File: src/rtl/cpu_admin_pkg.sv
// Shared constants and state encoding for the CPU admin sequencer.
// Imported by the sequencer top and its helpers.
package cpu_admin_pkg;

  localparam int REG_IDX_W = 5;
  localparam int DATA_W    = 32;

  localparam logic [REG_IDX_W-1:0] DONE_REG = 5'd31;

  typedef enum logic [2:0] {
    LOAD    = 3'd0,
    RELEASE = 3'd1,
    ARMED   = 3'd2,
    RUN     = 3'd3,
    DONE    = 3'd4,
    FAULT   = 3'd5
  } state_e;

endpackage

File: src/rtl/btn_debounce.sv
// Button conditioner: 2-flop sync, consecutive-high counter, rise pulse.
// Ports: clk, rst (async low), btn raw in; level debounced, pulse 1-cycle.
module btn_debounce #(
  parameter int DEBOUNCE_CYCLES = 3
) (
  input  logic clk,
  input  logic rst,
  input  logic btn,
  output logic level,
  output logic pulse
);

  localparam int CW = $clog2(DEBOUNCE_CYCLES + 1);
  localparam logic [CW-1:0] CMAX = CW'(DEBOUNCE_CYCLES);

  logic [1:0]    sync;
  logic [CW-1:0] cnt;
  logic          level_d;

  always_ff @(posedge clk or negedge rst) begin
    if (!rst) begin
      sync    <= '0;
      cnt     <= '0;
      level_d <= 1'b0;
    end else begin
      sync    <= {sync[0], btn};
      level_d <= level;
      // any low sample restarts the qualification window
      if (!sync[1])
        cnt <= '0;
      else if (cnt != CMAX)
        cnt <= cnt + 1'b1;
    end
  end

  assign level = (cnt == CMAX);
  assign pulse = level & ~level_d;

endmodule

File: src/rtl/cpu_admin_sequencer.sv
// Owns the CPU register admin port: loads operands, starts and watches a run.
// Ports: buttons/switches in, reg write strobe out, run control and status out.
import cpu_admin_pkg::*;

module cpu_admin_sequencer #(
  parameter int FIRST_REG       = 4,
  parameter int NUM_OPERANDS    = 4,
  parameter int DEBOUNCE_CYCLES = 3,
  parameter int RUN_TIMEOUT     = 1000000
) (
  input  logic                 clk,
  input  logic                 rst,
  input  logic                 input_press,
  input  logic                 start_press,
  input  logic [15:0]          input_num,
  input  logic                 cpu_busy,
  output logic                 reg_we,
  output logic [REG_IDX_W-1:0] reg_i,
  output logic [DATA_W-1:0]    reg_input,
  output logic                 cpu_run,
  output logic [2:0]           state,
  output logic [4:0]           load_cnt,
  output logic [31:0]          run_cycles,
  output logic                 run_done,
  output logic                 timeout
);

  localparam int WD_W =
    (RUN_TIMEOUT > 1) ? $clog2(RUN_TIMEOUT) : 1;
  localparam logic [WD_W-1:0] WD_LAST =
    WD_W'(RUN_TIMEOUT - 1);
  localparam logic [4:0] N_OPS = 5'(NUM_OPERANDS);
  localparam logic [REG_IDX_W-1:0] BASE =
    REG_IDX_W'(FIRST_REG);

  logic press_q, press_ev;
  logic [2:0] ssync;
  logic start_ev;

  state_e              st_q, st_d;
  logic [4:0]          ld_q, ld_d;
  logic [31:0]         rc_q, rc_d;
  logic [WD_W-1:0]     wd_q, wd_d;
  logic                we_q, we_d;
  logic [REG_IDX_W-1:0] idx_q, idx_d;
  logic [DATA_W-1:0]   dat_q, dat_d;
  logic                run_q, run_d;
  logic                dn_q, dn_d;
  logic                to_q, to_d;
  logic                seen_q, seen_d;

  btn_debounce #(
    .DEBOUNCE_CYCLES(DEBOUNCE_CYCLES)
  ) u_in_btn (
    .clk  (clk),
    .rst  (rst),
    .btn  (input_press),
    .level(press_q),
    .pulse(press_ev)
  );

  always_ff @(posedge clk or negedge rst) begin
    if (!rst) ssync <= '0;
    else      ssync <= {ssync[1:0], start_press};
  end

  assign start_ev = ssync[1] & ~ssync[2];

  always_ff @(posedge clk or negedge rst) begin
    if (!rst) begin
      st_q   <= LOAD;
      ld_q   <= '0;
      rc_q   <= '0;
      wd_q   <= '0;
      we_q   <= 1'b0;
      idx_q  <= '0;
      dat_q  <= '0;
      run_q  <= 1'b0;
      dn_q   <= 1'b0;
      to_q   <= 1'b0;
      seen_q <= 1'b0;
    end else begin
      st_q   <= st_d;
      ld_q   <= ld_d;
      rc_q   <= rc_d;
      wd_q   <= wd_d;
      we_q   <= we_d;
      idx_q  <= idx_d;
      dat_q  <= dat_d;
      run_q  <= run_d;
      dn_q   <= dn_d;
      to_q   <= to_d;
      seen_q <= seen_d;
    end
  end

  always_comb begin
    st_d   = st_q;
    ld_d   = ld_q;
    rc_d   = rc_q;
    wd_d   = wd_q;
    we_d   = 1'b0;
    idx_d  = '0;
    dat_d  = '0;
    run_d  = run_q;
    dn_d   = dn_q;
    to_d   = to_q;
    seen_d = seen_q;
    case (st_q)
      LOAD: begin
        if (press_ev) begin
          we_d  = 1'b1;
          idx_d = BASE + ld_q;
          dat_d = {16'b0, input_num};
          ld_d  = ld_q + 1'b1;
          st_d  = RELEASE;
        end
      end
      RELEASE: begin
        if (!press_q)
          st_d = (ld_q == N_OPS) ? ARMED : LOAD;
      end
      ARMED: begin
        if (start_ev) begin
          st_d   = RUN;
          run_d  = 1'b1;
          rc_d   = '0;
          wd_d   = '0;
          seen_d = 1'b0;
        end
      end
      RUN: begin
        if (rc_q != '1) rc_d = rc_q + 32'd1;
        wd_d = wd_q + 1'b1;
        if (cpu_busy) seen_d = 1'b1;
        // seen_q && !busy is the 1->0 edge: the run
        // ends the first cycle busy is low again
        if (seen_q && !cpu_busy) begin
          st_d  = DONE;
          dn_d  = 1'b1;
          run_d = 1'b0;
        end else if (wd_q == WD_LAST) begin
          st_d  = FAULT;
          to_d  = 1'b1;
          run_d = 1'b0;
        end
      end
      DONE, FAULT: begin
        if (press_ev) begin
          st_d   = LOAD;
          ld_d   = '0;
          rc_d   = '0;
          wd_d   = '0;
          dn_d   = 1'b0;
          to_d   = 1'b0;
          seen_d = 1'b0;
        end
      end
      default: begin
        st_d   = LOAD;
        ld_d   = '0;
        rc_d   = '0;
        wd_d   = '0;
        run_d  = 1'b0;
        dn_d   = 1'b0;
        to_d   = 1'b0;
        seen_d = 1'b0;
      end
    endcase
  end

  assign reg_we     = we_q;
  assign reg_i      = we_q ? idx_q : '0;
  assign reg_input  = we_q ? dat_q : '0;
  assign cpu_run    = run_q;
  assign state      = st_q;
  assign load_cnt   = ld_q;
  assign run_cycles = rc_q;
  assign run_done   = dn_q;
  assign timeout    = to_q;

endmodule
File: config.mk
export PLATFORM = sky130hd
export DESIGN_NAME = cpu_admin_sequencer
export DESIGN_NICKNAME = d
export VERILOG_FILES = /design/src/rtl/cpu_admin_pkg.sv /design/src/rtl/btn_debounce.sv /design/src/rtl/cpu_admin_sequencer.sv
export SDC_FILE = /design/constraint.sdc
export NUM_CORES = 1
export LEC_CHECK = 0
export CORE_ASPECT_RATIO = 1.2
export CORE_MARGIN = 2
export CORE_UTILIZATION = 56
export DETAILED_ROUTE_END_ITERATION = 16
export GPL_TIMING_DRIVEN = 0
export PLACE_DENSITY = 0.86
export SLEW_MARGIN = 20
export SYNTH_ARGS = -nofsm -noshare
export SYNTH_HDL_FRONTEND = slang
export SYNTH_SLANG_ARGS = --single-unit
File: constraint.sdc
create_clock -name clk -period 5.2 [get_ports clk]
set_input_delay 0.52 -clock clk [delete_from_list [all_inputs] [get_ports clk]]
set_output_delay 0.52 -clock clk [all_outputs]
set_load 0.005 [all_outputs]
### After elaboration in Yosys (flattened, before gate mapping)

Index checks and enable logic that the tools add are counted.
W data, S select, Z words.

| storage, ports and cells | value |
|---|---|
| bits in registers | 110 |
| input port bits | 21 |
| output and inout bits | 81 |
| logic and storage cells | 106 |

| operators by class | value |
|---|---|
| add/subtract/negate cells | 5 |
| equal/unequal tests | 21 |
| mux-type cells | 41 |
| bitwise operators | 8 |
| reductions and logical operators | 16 |

Operators with widths:

| operator | number |
|---|---|
| $mux W32 | 4 |
| $pmux W32 S4 | 1 |
| $pmux W20 S4 | 1 |
| $mux W20 | 2 |
| $add A32 B1 Y32 const B | 1 |
| $mux W16 | 2 |
| $ne A32 B32 Y1 const B | 1 |
| $mux W5 | 5 |
| $ne A2 B2 Y1 const B | 11 |
| $add A20 B1 Y20 const B | 1 |
| $eq A20 B20 Y1 const B | 1 |
| $mux W3 | 6 |
| $pmux W3 S5 | 1 |
| $pmux W5 S3 | 1 |
| $reduce_and A3 Y1 | 4 |
| $reduce_and A4 Y1 | 3 |
| $mux W1 | 11 |
| $pmux W1 S3 | 3 |
| $eq A3 B2 Y1 const B | 2 |
| $eq A3 B3 Y1 const B | 2 |
| $mux W2 | 3 |
| $not A1 Y1 | 6 |
| $reduce_or A3 Y1 | 2 |
| $add A3 B5 Y5 const A | 1 |
| other kinds (14) | 16 |

### Longest topological paths before layout

Gate-level depths: netlist of the first run.

| depth | value |
|---|---|
| word-level depth | 4 |
| depth in mapped cells | 9 |
| depth with buffers taken out | 7 |

### Hierarchy

From an unflattened synthesis of the first run, not the netlist that was laid out.

| unflattened totals | value |
|---|---|
| cell total of the unflattened synthesis | 492 |
| area, all modules | 4,760.8 um^2 |

Modules (own cells, without submodules):

| module | times used | cells each | area an instance (um^2) | seq. area each (um^2) |
|---|---|---|---|---|
| cpu_admin_sequencer | 1 | 481 | 4,585.6 | 2,227.1 |
| btn_debounce | 1 | 11 | 175.2 | 125.1 |

### Worst setup path after synthesis of the first run

OpenSTA, ideal clock, no wires.

| timing | value |
|---|---|
| path type | reg-to-reg |
| from | register u_in_btn.cnt[0] |
| to | register wd_q[18] |
| setup time | 0.130 ns |
| arrival | 1.866 ns |
| required time | 5.070 ns |
| slack | 3.204 ns |
| stages on the path, launching flop included | 10 |
| path buffers | 4 |
| period minus slack after synthesis | 1.996 ns |
| cell sequence | dfrtp_1 ha_1 and3b_1 buf_2 buf_2 nor2_1 buf_2 nor2_2 buf_2 a21oi_1 |

| between the ends | value |
|---|---|
| longest elaborated chain between the ends | 4 |

Ends and longest elaborated chain:

| item | line | source |
|---|---|---|
| start: declaration | btn_debounce.sv:17 | `logic [CW-1:0] cnt;` |
| start signal: assignment | btn_debounce.sv:32 | `cnt <= cnt + 1'b1;` |
| $eq A2 B2 Y1 | btn_debounce.sv:36 | `assign level = (cnt == CMAX);` |
| net press_q | cpu_admin_sequencer.sv:36 | `logic press_q, press_ev;` |
| $and A1 B1 Y1 | btn_debounce.sv:37 | `assign pulse = level & ~level_d;` |
| $ne A2 B2 Y1 (no source line) | -- |  |
| $reduce_and A3 Y1 (no source line) | -- |  |
| end signal: assignment | cpu_admin_sequencer.sv:86 | `wd_q <= wd_d;` |
| end: declaration | cpu_admin_sequencer.sv:43 | `logic [WD_W-1:0] wd_q, wd_d;` |

The timed path passes the listed nets, and every way through them passes these cells.
A chain may end at the register's enable or synchronous reset.

### Worst setup path in the final report of the first run

| timing | value |
|---|---|
| from | register u_in_btn.cnt[0] |
| to | register wd_q[11] |

The elaborated chain is that of the path after synthesis.

==> results.txt, run 1 <==
The run finished with clean final reports. The aggregate routed wire length came out at 12410 um. The min-delay analysis places its worst path in the category primary input to async pin. The count of distinct cell types in the synthesized netlist is 59. The fraction of the mapped netlist area in simple logic gates is 25.35%. The number of setup buffers added after CTS is 0. In the final routed layout, each cell accounts on average for 16.91 um. The effective utilization at floorplan came out at 57.68%.

The share of synthesized area spent on multiplexers is 0.8105%. The period utilization came out at 50.40%. Of all nets on the critical path, the largest fanout is 10. The count of warnings emitted by yosys is 0. The share of synthesized cell area in full adder, half adder and majority cells is 1.773%. The remaining routing DRC violations is 0.

The number of max-cap violations is 0. The area overhead of the layout relative to synthesis is 26.44%. The longest individual stage delay on the worst path is 0.40 ns.

The number of buffers created by CTS came out at 9. The main combinational cell family by area after synthesis is simple AND/OR/NAND/NOR gates. The switching part of the total power is 25.49%. The routed via count divided by cell count came out at 6.018. The width of the chip came out at 89.74 um. The minimum clock period after layout is 2.621 ns.

The final worst clock skew came out at 0.006635 ns. At the later pin of the worst-skew pair, clock insertion delay measures 0.37 ns. The cell at the root of the clock tree is sky130_fd_sc_hd__clkbuf_8. The detailed-router iteration count before antenna repair is 5. The tightest slew margin relative to the limit came out at 50.83%. Port buffering added 85 buffers.

The combinational group share of total power came out at 14.6%. A synthesized cell averages 9.840 sq um. The post-route non-filler standard cell count came out at 734. The total internal power is 1.190 mW.

After clock tree synthesis, the clock-pin slew on the worst setup and hold paths is 0.09 ns. The number of gates resized after CTS was 0. The cell count after synthesis came out at 502.

sky130_fd_sc_hd__dfrtp_1 takes more of the synthesized area than any other cell. The cell family contributing the most delay on the critical path is buffers and inverters. The number of clock sinks seen by CTS came out at 94. The number of nets still failing antenna checks after routing is 0.

The leakage dissipation is 2.668 nW. Setup repair after global routing left no endpoint under its margin. The placed cell count is 720. The worst ir drop on vdd came out at 218.8 uV. The number of failing hold endpoints at the final stage is 0. The slowest stage of the critical path belongs to the cell sky130_fd_sc_hd__nor2_2.

The worst path arrival time came out at 2.87 ns. The cell that appears most often on the critical path is sky130_fd_sc_hd__buf_2. The boundary pin count is 102. The maximum root-to-sink buffer count is 2.

In this run, the clock network consumes 35.2% of the power. The maximum number of pins on one net before global-route repair came out at 66. The placer's final routability congestion estimate came out at 0.9436. The sequential element share of the synthesized area came out at 47.62%. The routed layout has 4417 vias.

STA classifies the critical path endpoint as a flip-flop. The share of total power in sequential cells is 50.2%. The area of the die came out at 9591 sq um. The hold buffer count at cts is 0. Synthesis inferred 94 register bits. For this run, global-route usage on met1 was measured as 31.98%. In this run the power spent charging and discharging nets is 0.4071 mW. The number of setup violations in the final report is 0. The initial antenna violation count is 0.

Global routing consumed, on the met2 layer, 46.00% of the routing resources. The setup TNS is 0 ns. The overall fraction of global-route tracks in use came out at 26.57%. The first global-routing pass estimated 20600 um of wire.

The number of H-tree branching levels is 3. The most instantiated flip-flop cell in the synthesis netlist is sky130_fd_sc_hd__dfrtp_1. STA classifies the critical path startpoint as a flip-flop.

The share of post-route cells with drive strength above 1 came out at 11.18%. The critical path goes through ha_1 > and3b_1 > buf_2 > buf_2 > nor2_1 > buf_2 > nor2_2 > buf_2 > nor2_1. For this run, asynchronously set or reset flops after synthesis account for 100.0%.

The highest clock frequency the design can meet came out at 0.3815 GHz. For this design the ratio of total power to cell area is 255.7 nW/um^2. The fill cell instance count of the final layout is 612.

Detailed placement finished with a half-perimeter wire length of 8929 um. The transition time at the pin with the least slew margin came out at 0.7368 ns. Sorting the synthesized cells by area gives the leading types as sky130_fd_sc_hd__dfrtp_1 (48%), sky130_fd_sc_hd__and2_1 (5.3%), sky130_fd_sc_hd__o31ai_1 (3.8%), sky130_fd_sc_hd__or4_1 (3.5%), sky130_fd_sc_hd__a21oi_1 (3.4%). The global routing usage on met3 came out at 7.098%. The compound-cell area share of the yosys netlist came out at 17.38%. Final hold analysis gives a worst-case slack of 0.008658 ns. The antenna diode instance count came out at 0.

The number of flops mapped to enable cells by yosys came out at 0. The total chip power came out at 1.597 mW. The top cell type by area accounts for 47.62% of the synthesized area. The violation count after the first detailed-routing iteration came out at 340. The cell area after synthesis is 4940 sq um. The via count of the first global-routing pass came out at 4350. The buffers plus inverters on the worst setup path came out at 4. The overall die height is 106.9 um. The end-of-flow core utilization is 72.93%. The layer flagged by global routing as most heavily used is met2. The XOR/XNOR share of the synthesized area came out at 1.241%. The count of final max-slew check failures was 0. The setup path with the least slack is of type flip-flop to flip-flop.

TritonCTS built the clock tree. The core region is 8564 sq um. The net count of the finished layout is 642. The critical path data required time came out at 5.45 ns. The floorplan row count is 37. The total overflow reported by the global router came out at 0.
==> state kept, by name, indices dropped and copies added (netlist names), 2 cells and up <==
register       count
u_in_btn.cnt       2
ssync              3
idx_q              5
state              3
u_in_btn.sync      2
wd_q              20
dat_q             16
load_cnt           5
run_cycles        32
==> layout make-up <==
class / count / area [sq um] / share of cell area (%)
inverters: 8 / 30.03 / 0.4808
plain buffers: 41 / 254.0 / 4.067
clock inverters: 5 / 100.1 / 1.603
well taps: 117 / 146.4 / 2.344
multi-input cells: 374 / 2360 / 37.78
repair buffers: 86 / 879.6 / 14.08
clock buffers: 9 / 123.9 / 1.983
flip-flops and latches: 94 / 2352 / 37.66
==> worst reg2reg max path: stages (launching register included) <==
cell                      delay, ns
sky130_fd_sc_hd__dfrtp_1       0.37
sky130_fd_sc_hd__ha_1          0.32
sky130_fd_sc_hd__and3b_1       0.20
sky130_fd_sc_hd__buf_2         0.19
sky130_fd_sc_hd__buf_2         0.28
sky130_fd_sc_hd__nor2_1        0.10
sky130_fd_sc_hd__buf_2         0.19
sky130_fd_sc_hd__nor2_2        0.40
sky130_fd_sc_hd__buf_2         0.35
sky130_fd_sc_hd__nor2_1        0.10
==> routing by layer <==
layer | wire [um] | vias to the layer above
li1 | - | 2034
met1 | 4822 | 2137
met2 | 6318 | 211
met3 | 987 | 35
met4 | 281 | 0
met5 | 0 | -
==> cells in the mapped netlist (3+ instances only) <==
cell,n
sky130_fd_sc_hd__a21oi_1,34
sky130_fd_sc_hd__buf_4,17
sky130_fd_sc_hd__xnor2_1,3
sky130_fd_sc_hd__and2_1,42
sky130_fd_sc_hd__and4_1,7
sky130_fd_sc_hd__dfrtp_1,94
sky130_fd_sc_hd__o2111ai_1,3
sky130_fd_sc_hd__and3_1,9
sky130_fd_sc_hd__nand2b_1,4
sky130_fd_sc_hd__nor3_1,3
sky130_fd_sc_hd__nand3_1,17
sky130_fd_sc_hd__nor2_1,30
sky130_fd_sc_hd__or3_1,11
sky130_fd_sc_hd__nor2b_1,5
sky130_fd_sc_hd__buf_2,10
sky130_fd_sc_hd__mux2i_1,4
sky130_fd_sc_hd__clkbuf_1,12
sky130_fd_sc_hd__o211ai_1,5
sky130_fd_sc_hd__o31ai_1,25
sky130_fd_sc_hd__xor2_1,4
sky130_fd_sc_hd__or4_1,23
sky130_fd_sc_hd__o22ai_1,4
sky130_fd_sc_hd__ha_1,7
sky130_fd_sc_hd__inv_1,8
sky130_fd_sc_hd__a21oi_2,6
sky130_fd_sc_hd__nand2_1,36
sky130_fd_sc_hd__nand4_1,10
sky130_fd_sc_hd__o21ai_0,28
==> placed cells by master (no fill, tap or decap), types with 3 or more instances in the layout <==
master,instances
sky130_fd_sc_hd__dfrtp_1,94
sky130_fd_sc_hd__clkdlybuf4s50_1,84
sky130_fd_sc_hd__and2_1,42
sky130_fd_sc_hd__nand2_1,36
sky130_fd_sc_hd__a21oi_1,34
sky130_fd_sc_hd__nor2_1,30
sky130_fd_sc_hd__o21ai_0,28
sky130_fd_sc_hd__o31ai_1,25
sky130_fd_sc_hd__or4_1,23
sky130_fd_sc_hd__buf_4,17
sky130_fd_sc_hd__nand3_1,17
sky130_fd_sc_hd__conb_1,16
sky130_fd_sc_hd__clkbuf_1,12
sky130_fd_sc_hd__or3_1,11
sky130_fd_sc_hd__buf_2,10
sky130_fd_sc_hd__nand4_1,10
sky130_fd_sc_hd__and3_1,9
sky130_fd_sc_hd__clkbuf_8,9
sky130_fd_sc_hd__inv_1,8
sky130_fd_sc_hd__and4_1,7
sky130_fd_sc_hd__ha_1,7
sky130_fd_sc_hd__a21oi_2,6
sky130_fd_sc_hd__nor2b_1,5
sky130_fd_sc_hd__o211ai_1,5
sky130_fd_sc_hd__nand2b_1,4
sky130_fd_sc_hd__xor2_1,4
sky130_fd_sc_hd__mux2i_1,4
sky130_fd_sc_hd__o22ai_1,4
sky130_fd_sc_hd__xnor2_1,3
sky130_fd_sc_hd__nor3_1,3
sky130_fd_sc_hd__o2111ai_1,3
sky130_fd_sc_hd__bufinv_16,3
==> power groups by stage <==
stage,Sequential (mW),Combinational [mW],Clock (mW)
after global placement,0.814,0.220,0
after global routing,0.808,0.266,0.600
after detailed placement,0.816,0.232,0
after floorplan,0.811,0.123,0
after CTS,0.802,0.235,0.564
final,0.802,0.233,0.562
==> metrics by stage <==
stage | worst slack, ns | cell area [sq um]
floorplan | 3.204 | 4996
global placement | 0.2306 | 5993
detailed placement | 2.638 | 6022
CTS | 2.633 | 6246
global route | 2.470 | 6246
finish | 2.579 | 6246
==> path summary, 6_finish.rpt <==
path / from / endpoint / slack [ns] / cells past startpoint
setup / recovery: u_in_btn.cnt[0]$_DFFE_PN0P_ / wd_q[11]$_DFFE_PN0P_ / 2.58 / 9
max in group asynchronous: rst / reg_we$_DFF_PN0_ / 4.59 / 2
hold / removal: rst / run_cycles[27]$_DFFE_PN0P_ / 0.009 / 1
setup reg to reg: u_in_btn.cnt[0]$_DFFE_PN0P_ / wd_q[11]$_DFFE_PN0P_ / 2.58 / 9
min in group clk: ssync[0]$_DFF_PN0_ / ssync[1]$_DFF_PN0_ / 0.36 / 0
hold reg to reg: ssync[0]$_DFF_PN0_ / ssync[1]$_DFF_PN0_ / 0.36 / 0
==> logic make-up (layout without fill, tap and decap cells) <==
kind of cell	Yosys count	in the layout
AND/OR/NAND/NOR	214	214
multiplexers	4	4
other	1	16
AO/OA/AOI/OAI	126	126
flip-flops	94	94
adder cells (fa/ha/maj)	7	7
XOR/XNOR	7	7
buffers and inverters	49	149
No activity file was read; power rests on OpenSTA's default activity.
==> run 2, diff against run 1 <==
--- a/config.mk
+++ b/config.mk
@@ -7,10 +7,10 @@
 export LEC_CHECK = 0
 export CORE_ASPECT_RATIO = 1.2
 export CORE_MARGIN = 2
-export CORE_UTILIZATION = 56
+export CORE_UTILIZATION = 47
 export DETAILED_ROUTE_END_ITERATION = 16
 export GPL_TIMING_DRIVEN = 0
-export PLACE_DENSITY = 0.86
+export PLACE_DENSITY = 0.77
 export SLEW_MARGIN = 20
 export SYNTH_ARGS = -nofsm -noshare
 export SYNTH_HDL_FRONTEND = slang
==> constraint.sdc (replaced) <==
create_clock -name clk -period 2.4 [get_ports clk]
set_input_delay 0.24 -clock clk [delete_from_list [all_inputs] [get_ports clk]]
set_output_delay 0.24 -clock clk [all_outputs]
set_load 0.005 [all_outputs]
==> run 2 against run 1 <==
  * Routed wire length about the same
  * Power increased to 2.5 times the previous value
  * Setup slack worse by 2.4 ns
==> results.txt, run 2 (synthesis gave the netlist of run 1 again) <==
The number of failing hold endpoints at the final stage came out at 0. The share of post-route cells with drive strength above 1 is 12.22%. The switching part of the total power came out at 24.35%.

The number of nets still failing antenna checks after routing is 0. At the pin with the least slew margin, the transition time is 0.6898 ns. The hold-critical path depth came out at 1. The remaining routing DRC violations is 0. STA classifies the critical path endpoint as a flip-flop.

The signal on the critical path passes through nor2b_1 > o31a_1 > buf_4 > o211ai_1 > or4_1 > a21oi_1. The critical path data required time is 2.67 ns. The detailed-router iteration count before antenna repair came out at 5.

Max-cap violations in this run came to 0. The worst path arrival time came out at 2.51 ns. The total number of nets in the final design is 645. Relative to the synthesized area, the layout overhead comes to 30.95%. The total chip power came out at 4.017 mW.

The routed via count divided by cell count came out at 5.808. The clock tree synthesis step divided the H-tree into 3 levels. The flow ran to the end, and the final reports show no timing, DRC or antenna violations. The initial antenna violation count is 0.

The worst reg-to-reg path cell count came out at 6. The library cell used most frequently in the layout, excluding fill and tap cells, is sky130_fd_sc_hd__dfrtp_1. The TritonCTS clock tree is done.

After floorplanning, the core was sized to cover 10360 sq um. The boundary pin count came out at 102. The minimum clock period after layout came out at 2.240 ns. For this run, the total global-route usage over all layers was measured as 22.56%. The combinational group share of total power came out at 12.7%. The worst hold path begins at start_press. 0 antenna diodes ended up in the layout. The power density relative to cell area is 621.0 nW/um^2. The aggregate routed wire length is 12410 um. The total internal power is 3.039 mW. The number of buffers created by CTS is 9.

The overall die height is 116.3 um. The flop-to-flop setup slack came out at 0.16 ns. The count of buffers from port buffering is 85.

In this run the clock root is driven by a sky130_fd_sc_hd__clkbuf_16. The worst setup path is launched from a flip-flop. The worst register-to-register path ends at wd_q[19]$_DFFE_PN0P_. The clock network burns 43.8% of the power. In this run the critical register-to-register path is launched from ssync[1]$_DFF_PN0_. Setup repair after global routing left no endpoint under its margin. After layout, the worst path uses 93.33% of the clock period. The via count of the first global-routing pass is 4285. The maximum number of pins on one net before global-route repair is 59. Clock-pin slew was measured on the worst setup and hold paths at 0.07 ns. For this configuration, the core starts out at a cell density of 47.67%. The tightest min-delay check is of the primary input to flip-flop type. The total overflow reported by the global router came out at 0. The half-perimeter wire length of the detailed placement result is 8739 um.

The wire length of the first global-routing pass came out at 20740 um. Derived from the worst setup path, the maximum achievable clock frequency is 0.4464 GHz. In the layout the commonest cells are sky130_fd_sc_hd__dfrtp_1 (94), sky130_fd_sc_hd__clkdlybuf4s50_1 (84), sky130_fd_sc_hd__and2_1 (42). The width of the chip came out at 97.59 um. Setup violations remaining at the end of the flow were counted as 0.

The minimum setup slack in the final design came out at 0.1600 ns. Sequential cells burn 43.5% of the power. The clock latency on the worst-skew pair came out at 0.34 ns. The detailed-route via count is 4362. The longest individual stage delay on the worst path came out at 0.54 ns.

Headroom to the max-slew limit came out at 53.97%. The leakage dissipation is 2.745 nW. The count of final max-slew check failures came out at 0. The worst ir drop on vdd is 426.6 uV.

The placer's final routability congestion estimate came out at 0.8808. The maximum root-to-sink buffer count is 2. The final worst clock skew is 0.005997 ns. The highest fanout seen on the critical path is 10. The critical path is of the flip-flop to flip-flop type. Clock tree synthesis found a total of 94 sinks.

The net switching power is 0.9780 mW. The cell with the largest stage delay on the worst path is sky130_fd_sc_hd__or4_1. Before CTS, the worst setup slack after placement is -0.1207 ns.

The flip-flop count of the largest register, all copies and words added is 32. The floorplan has 41 rows. The sink of the worst hold path is ssync[0]$_DFF_PN0_.

The detailed router finished its first iteration with 293 violations. The area of the die came out at 11350 sq um. The average wire length per cell after detail routing came out at 16.52 um.
## run 2: power groups by stage
| stage | sequential [mW] | clock [mW] | combinational [mW] |
|---|---|---|---|
| 3_5_place_dp | 1.77 | 0 | 0.498 |
| 2_1_floorplan | 1.76 | 0 | 0.267 |
| 4_1_cts | 1.74 | 1.78 | 0.508 |
| 6_report | 1.75 | 1.76 | 0.511 |
| 5_1_grt | 1.76 | 1.83 | 0.572 |
| 3_3_place_gp | 1.77 | 0 | 0.477 |
## run 2: worst max path at each step
stage                                      from                          to  depth (start not counted)
floorplan           u_in_btn.cnt[0]$_DFFE_PN0P_        wd_q[18]$_DFFE_PN0P_                          9
global placement                            rst  run_cycles[18]$_DFFE_PN0P_                          1
detailed placement  u_in_btn.cnt[0]$_DFFE_PN0P_        wd_q[17]$_DFFE_PN0P_                          9
CTS                 u_in_btn.cnt[0]$_DFFE_PN0P_  run_cycles[14]$_DFFE_PN0P_                          7
global route                 ssync[1]$_DFF_PN0_        wd_q[19]$_DFFE_PN0P_                          6
finish                       ssync[1]$_DFF_PN0_        wd_q[19]$_DFFE_PN0P_                          6
## run 2: area by class of cell
cell class / instances / area, sq um
well taps: 129 / 161.4
flip-flops and latches: 94 / 2352
clock buffers: 9 / 225.2
inverters: 8 / 30.03
multi-input cells: 374 / 2384
plain buffers: 41 / 265.3
clock inverters: 7 / 146.4
fillers: 870 / 3894
repair buffers: 89 / 904.6
## run 2: what timing repair did
| action | in CTS | in global routing |
|---|---|---|
| endpoints found under the setup margin | 33 | 44 |
| hold buffers | 1 | 0 |
| setup buffers | 0 | 2 |
| endpoints found under the hold margin | 36 | 0 |
| gates resized for setup | 3 | 6 |
| pin swaps | 0 | 1 |
| cloned | 0 | 0 |
## run 2: layer usage
metal / track usage (%) / wire length [um] / vias to the layer above
li1: - / - / 2043
met4: 8.056 / 216 / 0
met5: 0 / 0 / -
met3: 5.745 / 898 / 19
met1: 28.10 / 5096 / 2126
met2: 38.57 / 6196 / 174
## run 2: metrics by stage
stage	cell area, sq um	instances	utilization (%)	hold slack (ns)	setup TNS [ns]
after floorplan	4996	517	-	-0.05559	0
after global placement	6008	731	57.98	0.3336	-219.98
after detailed placement	6037	732	58.26	0.1631	-1.648
after CTS	6427	749	62.03	0.3226	0
after global routing	6469	751	62.42	0.3279	0
final	6469	751	62.42	0.3289	0
## run 2: worst max-delay path: cells and delay by family (launching register included)
kind / cells / cell delay [ns]
AOI/OAI and AO/OA: 3 / 0.72
and+or+nand+nor: 2 / 0.83
buffers and inverters: 1 / 0.25
DFF: 1 / 0.36
==> run 3, diff against run 2 <==
--- a/config.mk
+++ b/config.mk
@@ -11,6 +11,7 @@
 export DETAILED_ROUTE_END_ITERATION = 16
 export GPL_TIMING_DRIVEN = 0
 export PLACE_DENSITY = 0.77
+export SKIP_LAST_GASP = 1
 export SLEW_MARGIN = 20
 export SYNTH_ARGS = -nofsm -noshare
 export SYNTH_HDL_FRONTEND = slang
==> results of run 3 <==
No change in the layout: final DEF, timing and power equal those of run 2.
